[config.mk]
export PLATFORM = sky130hd
export DESIGN_NAME = calc_op_sequencer
export DESIGN_NICKNAME = d
export VERILOG_FILES = /design/src/rtl/calc_op_sequencer.sv
export SDC_FILE = /design/constraint.sdc
export NUM_CORES = 1
export LEC_CHECK = 0
export ABC_AREA = 1
export CAP_MARGIN = 10
export CORE_MARGIN = 4
export CORE_UTILIZATION = 25
export DETAILED_ROUTE_END_ITERATION = 12
export PLACE_DENSITY = 0.58
export SLEW_MARGIN = 10
export SYNTH_ARGS = -nofsm -noshare
export SYNTH_HDL_FRONTEND = slang
export SYNTH_SLANG_ARGS = --single-unit
[constraint.sdc]
create_clock -name i_clk -period 1.9 [get_ports i_clk]
set_clock_uncertainty 0.05 [all_clocks]
set_input_delay 0.475 -clock i_clk [delete_from_list [all_inputs] [get_ports i_clk]]
set_output_delay 0.475 -clock i_clk [all_outputs]
set_load 0.01 [all_outputs]
[src/rtl/calc_op_sequencer.sv]
// calc_op_sequencer
//   Sequences one calculator operation: captures operand A, then operand B,
//   launches the multi-cycle arithmetic unit with a start/done handshake and
//   latches its result. The result can be chained in as the next operand A.
//
// Ports
//   i_clk, i_rst_n            clock, asynchronous active-low reset
//   i_enter, i_clear          one-cycle button pulses (clear wins over all)
//   i_value [W], i_op [2]     keyed operand and op select (add/sub/mul/div)
//   i_alu_done/result/err/sign  arithmetic unit completion, valid with done
//   o_alu_start               one-cycle launch pulse
//   o_s1, o_s2, o_op          operands and op code presented to the unit
//   o_result, o_sign, o_err   latched outcome
//   o_disp_sel [2]            00 entry A, 01 entry B, 10 busy/err, 11 result
//   o_led [10]                [0] A, [1] B, [2] busy, [3] result, [4] err, [9] blink
//
// state  | meaning
// GET_A  | waiting for operand A
// GET_B  | waiting for operand B and op code
// LAUNCH | single cycle, start pulse to the arithmetic unit
// BUSY   | waiting for done, bounded by TIMEOUT cycles
// SHOW   | result displayed, enter chains it into operand A
// ERR    | arithmetic error or timeout, only clear leaves
module calc_op_sequencer #(
    parameter int W         = 40,
    parameter int TIMEOUT   = 1023,
    parameter int BLINK_DIV = 24
) (
    input  logic         i_clk,
    input  logic         i_rst_n,
    input  logic         i_enter,
    input  logic         i_clear,
    input  logic [W-1:0] i_value,
    input  logic [1:0]   i_op,
    input  logic         i_alu_done,
    input  logic [W-1:0] i_alu_result,
    input  logic         i_alu_err,
    input  logic         i_alu_sign,
    output logic         o_alu_start,
    output logic [W-1:0] o_s1,
    output logic [W-1:0] o_s2,
    output logic [1:0]   o_op,
    output logic [W-1:0] o_result,
    output logic         o_sign,
    output logic         o_err,
    output logic [1:0]   o_disp_sel,
    output logic [9:0]   o_led
);

    localparam int WW = $clog2(TIMEOUT + 1);
    localparam logic [WW-1:0] TO_LAST = WW'(TIMEOUT - 1);
    localparam logic [WW-1:0] TO_MAX  = WW'(TIMEOUT);

    typedef enum logic [2:0] {
        GET_A  = 3'd0,
        GET_B  = 3'd1,
        LAUNCH = 3'd2,
        BUSY   = 3'd3,
        SHOW   = 3'd4,
        ERR    = 3'd5
    } state_t;

    state_t state_q, state_d;

    logic [W-1:0]     s1_q, s1_d;
    logic [W-1:0]     s2_q, s2_d;
    logic [1:0]       op_q, op_d;
    logic [W-1:0]     result_q, result_d;
    logic             sign_q, sign_d;
    logic             err_q, err_d;
    logic             start_q, start_d;
    logic [WW-1:0]    wait_q, wait_d;
    logic [BLINK_DIV:0] blink_q, blink_d;

    // BUSY gives up once TIMEOUT cycles have elapsed without done
    logic timed_out;
    assign timed_out = (wait_q >= TO_LAST);

    // state register
    always_ff @(posedge i_clk or negedge i_rst_n) begin
        if (!i_rst_n) begin
            state_q <= GET_A;
        end else begin
            state_q <= state_d;
        end
    end

    // next-state logic
    always_comb begin
        state_d = state_q;
        if (i_clear) begin
            state_d = GET_A;
        end else begin
            case (state_q)
                GET_A:   if (i_enter) state_d = GET_B;
                GET_B:   if (i_enter) state_d = LAUNCH;
                LAUNCH:  state_d = BUSY;
                BUSY: begin
                    if (i_alu_done)     state_d = i_alu_err ? ERR : SHOW;
                    else if (timed_out) state_d = ERR;
                end
                SHOW:    if (i_enter) state_d = GET_B;
                ERR:     state_d = ERR;
                default: state_d = GET_A;
            endcase
        end
    end

    // datapath next values
    always_comb begin
        s1_d     = s1_q;
        s2_d     = s2_q;
        op_d     = op_q;
        result_d = result_q;
        sign_d   = sign_q;
        err_d    = err_q;
        start_d  = 1'b0;
        wait_d   = wait_q;
        blink_d  = blink_q + 1'b1;
        if (i_clear) begin
            s1_d     = '0;
            s2_d     = '0;
            op_d     = '0;
            result_d = '0;
            sign_d   = 1'b0;
            err_d    = 1'b0;
            wait_d   = '0;
            blink_d  = '0;
        end else begin
            case (state_q)
                GET_A: begin
                    if (i_enter) s1_d = i_value;
                end
                GET_B: begin
                    if (i_enter) begin
                        s2_d    = i_value;
                        op_d    = i_op;
                        // registered so the pulse coincides with state LAUNCH
                        start_d = 1'b1;
                    end
                end
                LAUNCH: begin
                    wait_d = '0;
                end
                BUSY: begin
                    if (i_alu_done) begin
                        result_d = i_alu_result;
                        sign_d   = i_alu_sign;
                        err_d    = i_alu_err;
                    end else begin
                        if (wait_q != TO_MAX) wait_d = wait_q + 1'b1;
                        if (timed_out)        err_d  = 1'b1;
                    end
                end
                SHOW: begin
                    // chained operand keeps its sign in o_sign until next launch
                    if (i_enter) s1_d = result_q;
                end
                default: ;
            endcase
        end
    end

    always_ff @(posedge i_clk or negedge i_rst_n) begin
        if (!i_rst_n) begin
            s1_q     <= '0;
            s2_q     <= '0;
            op_q     <= '0;
            result_q <= '0;
            sign_q   <= 1'b0;
            err_q    <= 1'b0;
            start_q  <= 1'b0;
            wait_q   <= '0;
            blink_q  <= '0;
        end else begin
            s1_q     <= s1_d;
            s2_q     <= s2_d;
            op_q     <= op_d;
            result_q <= result_d;
            sign_q   <= sign_d;
            err_q    <= err_d;
            start_q  <= start_d;
            wait_q   <= wait_d;
            blink_q  <= blink_d;
        end
    end

    // state-decoded outputs
    always_comb begin
        o_disp_sel = 2'b00;
        o_led      = 10'b0;
        case (state_q)
            GET_A: begin
                o_disp_sel = 2'b00;
                o_led[0]   = 1'b1;
            end
            GET_B: begin
                o_disp_sel = 2'b01;
                o_led[1]   = 1'b1;
            end
            LAUNCH, BUSY: begin
                o_disp_sel = 2'b10;
                o_led[2]   = 1'b1;
            end
            SHOW: begin
                o_disp_sel = 2'b11;
                o_led[3]   = 1'b1;
            end
            ERR: begin
                o_disp_sel = 2'b10;
                o_led[4]   = 1'b1;
            end
            default: ;
        endcase
        if (state_q == BUSY || state_q == ERR) o_led[9] = blink_q[BLINK_DIV];
    end

    assign o_alu_start = start_q;
    assign o_s1        = s1_q;
    assign o_s2        = s2_q;
    assign o_op        = op_q;
    assign o_result    = result_q;
    assign o_sign      = sign_q;
    assign o_err       = err_q;

endmodule

==> out/results.ini <==
[status]
status = complete, but fails checks
violations = setup timing

[synthesis]
seq_area_frac_synth_pct = 54.07
synth.avg_cell_area_um2 = 8.208
synthArstFlopShare_pct = 100.0
synthesis.instances = 919
synth_flop_cell = dfrtp_1
syn_area_um2 = 7543
ys_types = 33
synth-edff-count = 0
ys_ff_latch = 163
yosys_warnings = 0

[worst_setup_path]
max_stage_delay_ps = 460
worst-path-max-fanout = 4
crit_type = register to primary output
worst-path-buf-inv = 2
crit_required_ps = 1370
cp_slowest_cell = dfrtp_2
cpLargestDelayFamily = flip-flops
crit_path_end_kind = primary output
cp.arrival_ps = 1460
crit_chain = buf_6 > nor2_4 > nand2_4 > o21ai_2 > buf_2
crit_path_start_kind = register

[timing]
period_minus_slack_ps = 1987
max_clock_freq_ghz = 0.5034
layout_setup_ws_ps = -86.56
hold_viol_final = 0
fin_crit_sh_pct = 104.6
finalSetupViolCount = 5
fin_hold_ws_ps = 414.3
slew_viol_final = 0
grt_setup_unrepaired = true

[routing]
drtPass1Iterations = 5
routed_wl_um = 26080
via_count = 7113
ant_nets = 0
wl_per_cell_um = 16.39
drc = 0
viasPerCell = 4.471
drtIter0Drc = 365

[global_route]
grt_antenna_before_repair = 3
grt_overflow_total = 0
grt_max_degree = 42
grt_pass1_wl_um = 40830
grt.total_usage_pct = 15.47
grt_pass1_vias = 7268

[finish]
final_nets = 1278
nFillCells = 3003
fin_area_um2 = 11480
syn2layout_area_growth_pct = 52.13
register_area_um2 = 4083
multiInputGateArea_um2 = 2929
final_cells = 1591
layout-drive-gt1-share_pct = 13.09

[flow_run]
maxCapViolCount = 0

[floorplan]
dieArea_um2 = 33020
rows = 63
core-area_um2 = 29720
initial_utilization_pct = 25.38
die_w_um = 181.7
dieHeight_um = 181.7
io_pins = 226

[cts]
cts_sinks = 163
cts-buffers-inserted = 17
cts.path.max_buffers = 2
clockRootBuffer = clkbuf_16
clk_pin_slew_ps = 70
insertion_delay_ps = 420
h-tree-depth = 4
cts_tree = built

[power_and_ir_drop]
powerDensity_nw_per_um2 = 955.3
max-vdd-ir-drop_v = 0.0004903
p_total_mw = 10.96
leakagePower_nw = 6.147

[placed_design]
place_area_um2 = 10500
place_ws_ps = -96.66
dp_hpwl_um = 18740
portBuffers = 221
dp_cells = 1535
place.gp.congestion = 0.8415

[worst_hold_path]
hp-class = register to register

-- cell type report --
type | instances | share of cell area [%]
sequential | 163 | 35.58
timing repair buffer | 296 | 26.58
multi-input combinational | 618 | 25.52
tap | 390 | 4.252
clock buffer | 17 | 3.707
inverter | 90 | 3.031
clock inverter | 15 | 1.287
antenna | 2 | 0.04361
-- cell usage after synthesis (7+ instances only) --
master	instances	area share, %
a21oi_1	10	0.66
buf_2	20	1.3
buf_6	8	1.2
clkbuf_1	16	0.80
dfrtp_1	163	54
inv_1	82	4.1
nand2_1	194	9.7
nand3_1	103	6.8
nor2_1	105	5.2
nor3_1	7	0.46
o21ai_0	109	7.2
o21ai_1	45	3.0
-- stage by stage --
stage                     TNS [ps]  utilization (%)
after floorplan                  0                -
after global placement       -3017            35.34
after global routing         -1067            38.61
after CTS                   -360.2            37.64
final                       -355.1            38.62
after detailed placement     -3826            35.34
-- routing by layer --
layer  wire (um)  up-vias  GRT usage [%]
met5          13        -              0
met4         680        2          5.314
met3        1423       44          3.846
met2       12420      186          25.07
met1       11540     3371          20.22
li1            -     3510              -
-- sequential cells by signal (all words and copies together), names as in the netlist --
register,count
o_op,2
o_alu_start,1
o_s1,40
o_s2,40
wait_q,10
state_q,3
o_sign,1
blink_q,25
o_result,40
o_err,1
-- kinds of logic after synthesis --
| family | Yosys count | share of synthesized area, % |
|---|---|---|
| XOR/XNOR | 5 | 0.5806 |
| adder cells (fa/ha/maj) | 3 | 0.4976 |
| other | 1 | 0.04971 |
| AND/OR/NAND/NOR | 436 | 24.88 |
| flip-flops | 163 | 54.07 |
| buffers and inverters | 141 | 8.360 |
| AO/OA/AOI/OAI | 170 | 11.56 |
-- where the power goes --
group	internal [mW]	switching (mW)	total, mW	leakage [nW]
Combinational	1.63	1.81	3.43	3.63
Sequential	3.88	0.284	4.17	2.24
Clock	1.74	1.62	3.36	0.278
-- path summary, 6_finish.rpt --
check / startpoint / end / slack [ps] / depth (start not counted)
worst min-delay path: blink_q[0]$_DFF_PN0_ / blink_q[0]$_DFF_PN0_ / 410 / 1
max in group asynchronous: i_rst_n / blink_q[2]$_DFF_PN0_ / 760 / 3
worst min register to register: blink_q[0]$_DFF_PN0_ / blink_q[0]$_DFF_PN0_ / 410 / 1
min in group asynchronous: i_rst_n / o_s1[37]$_DFFE_PN0P_ / 470 / 2
worst max-delay path: state_q[0]$_DFFE_PN0P_ / o_disp_sel[0] / -90 / 5
worst max register to register: state_q[2]$_DFFE_PN0P_ / o_sign$_DFFE_PN0P_ / 80 / 11
-- timing repair --
action / 4_1_cts / 5_1_grt
resized for setup: 107 / 77
hold buffers: 1 / 0
gates cloned: 0 / 2
pin swaps: 5 / 8
endpoints found under the setup margin: 60 / 87
setup buffers: 15 / 5
hold endpoints to repair: 24 / 0
-- placed cells by master (no fill, tap or decap), drive strengths merged, types with 2 or more instances in the layout --
cell type and count:
xor2 2, clkdlybuf4s50 106, nor3 7, clkbuf 19
inv 94, ha 3, conb 4, clkinv 9
dlymetal6s2s 56, buf 81, nand3 105, dfrtp 163
nand3b 3, xnor2 3, clkinvlp 2, nor2 112
nand2 200, nand4 6, diode 2, o21ai 159
dlygate4sd2 50, a21oi 10
-- worst register-to-register path, cell delays in order (launching register included) --
cell and delay, ps:
dfrtp_2 470, inv_4 100, nand3_4 80, buf_4 140
buf_4 120, buf_4 150, nor2_4 90, nand2_2 80
clkinv_2 70, buf_12 190, nand2_1 130, o21ai_2 80
No activity file was read; power rests on OpenSTA's default activity.
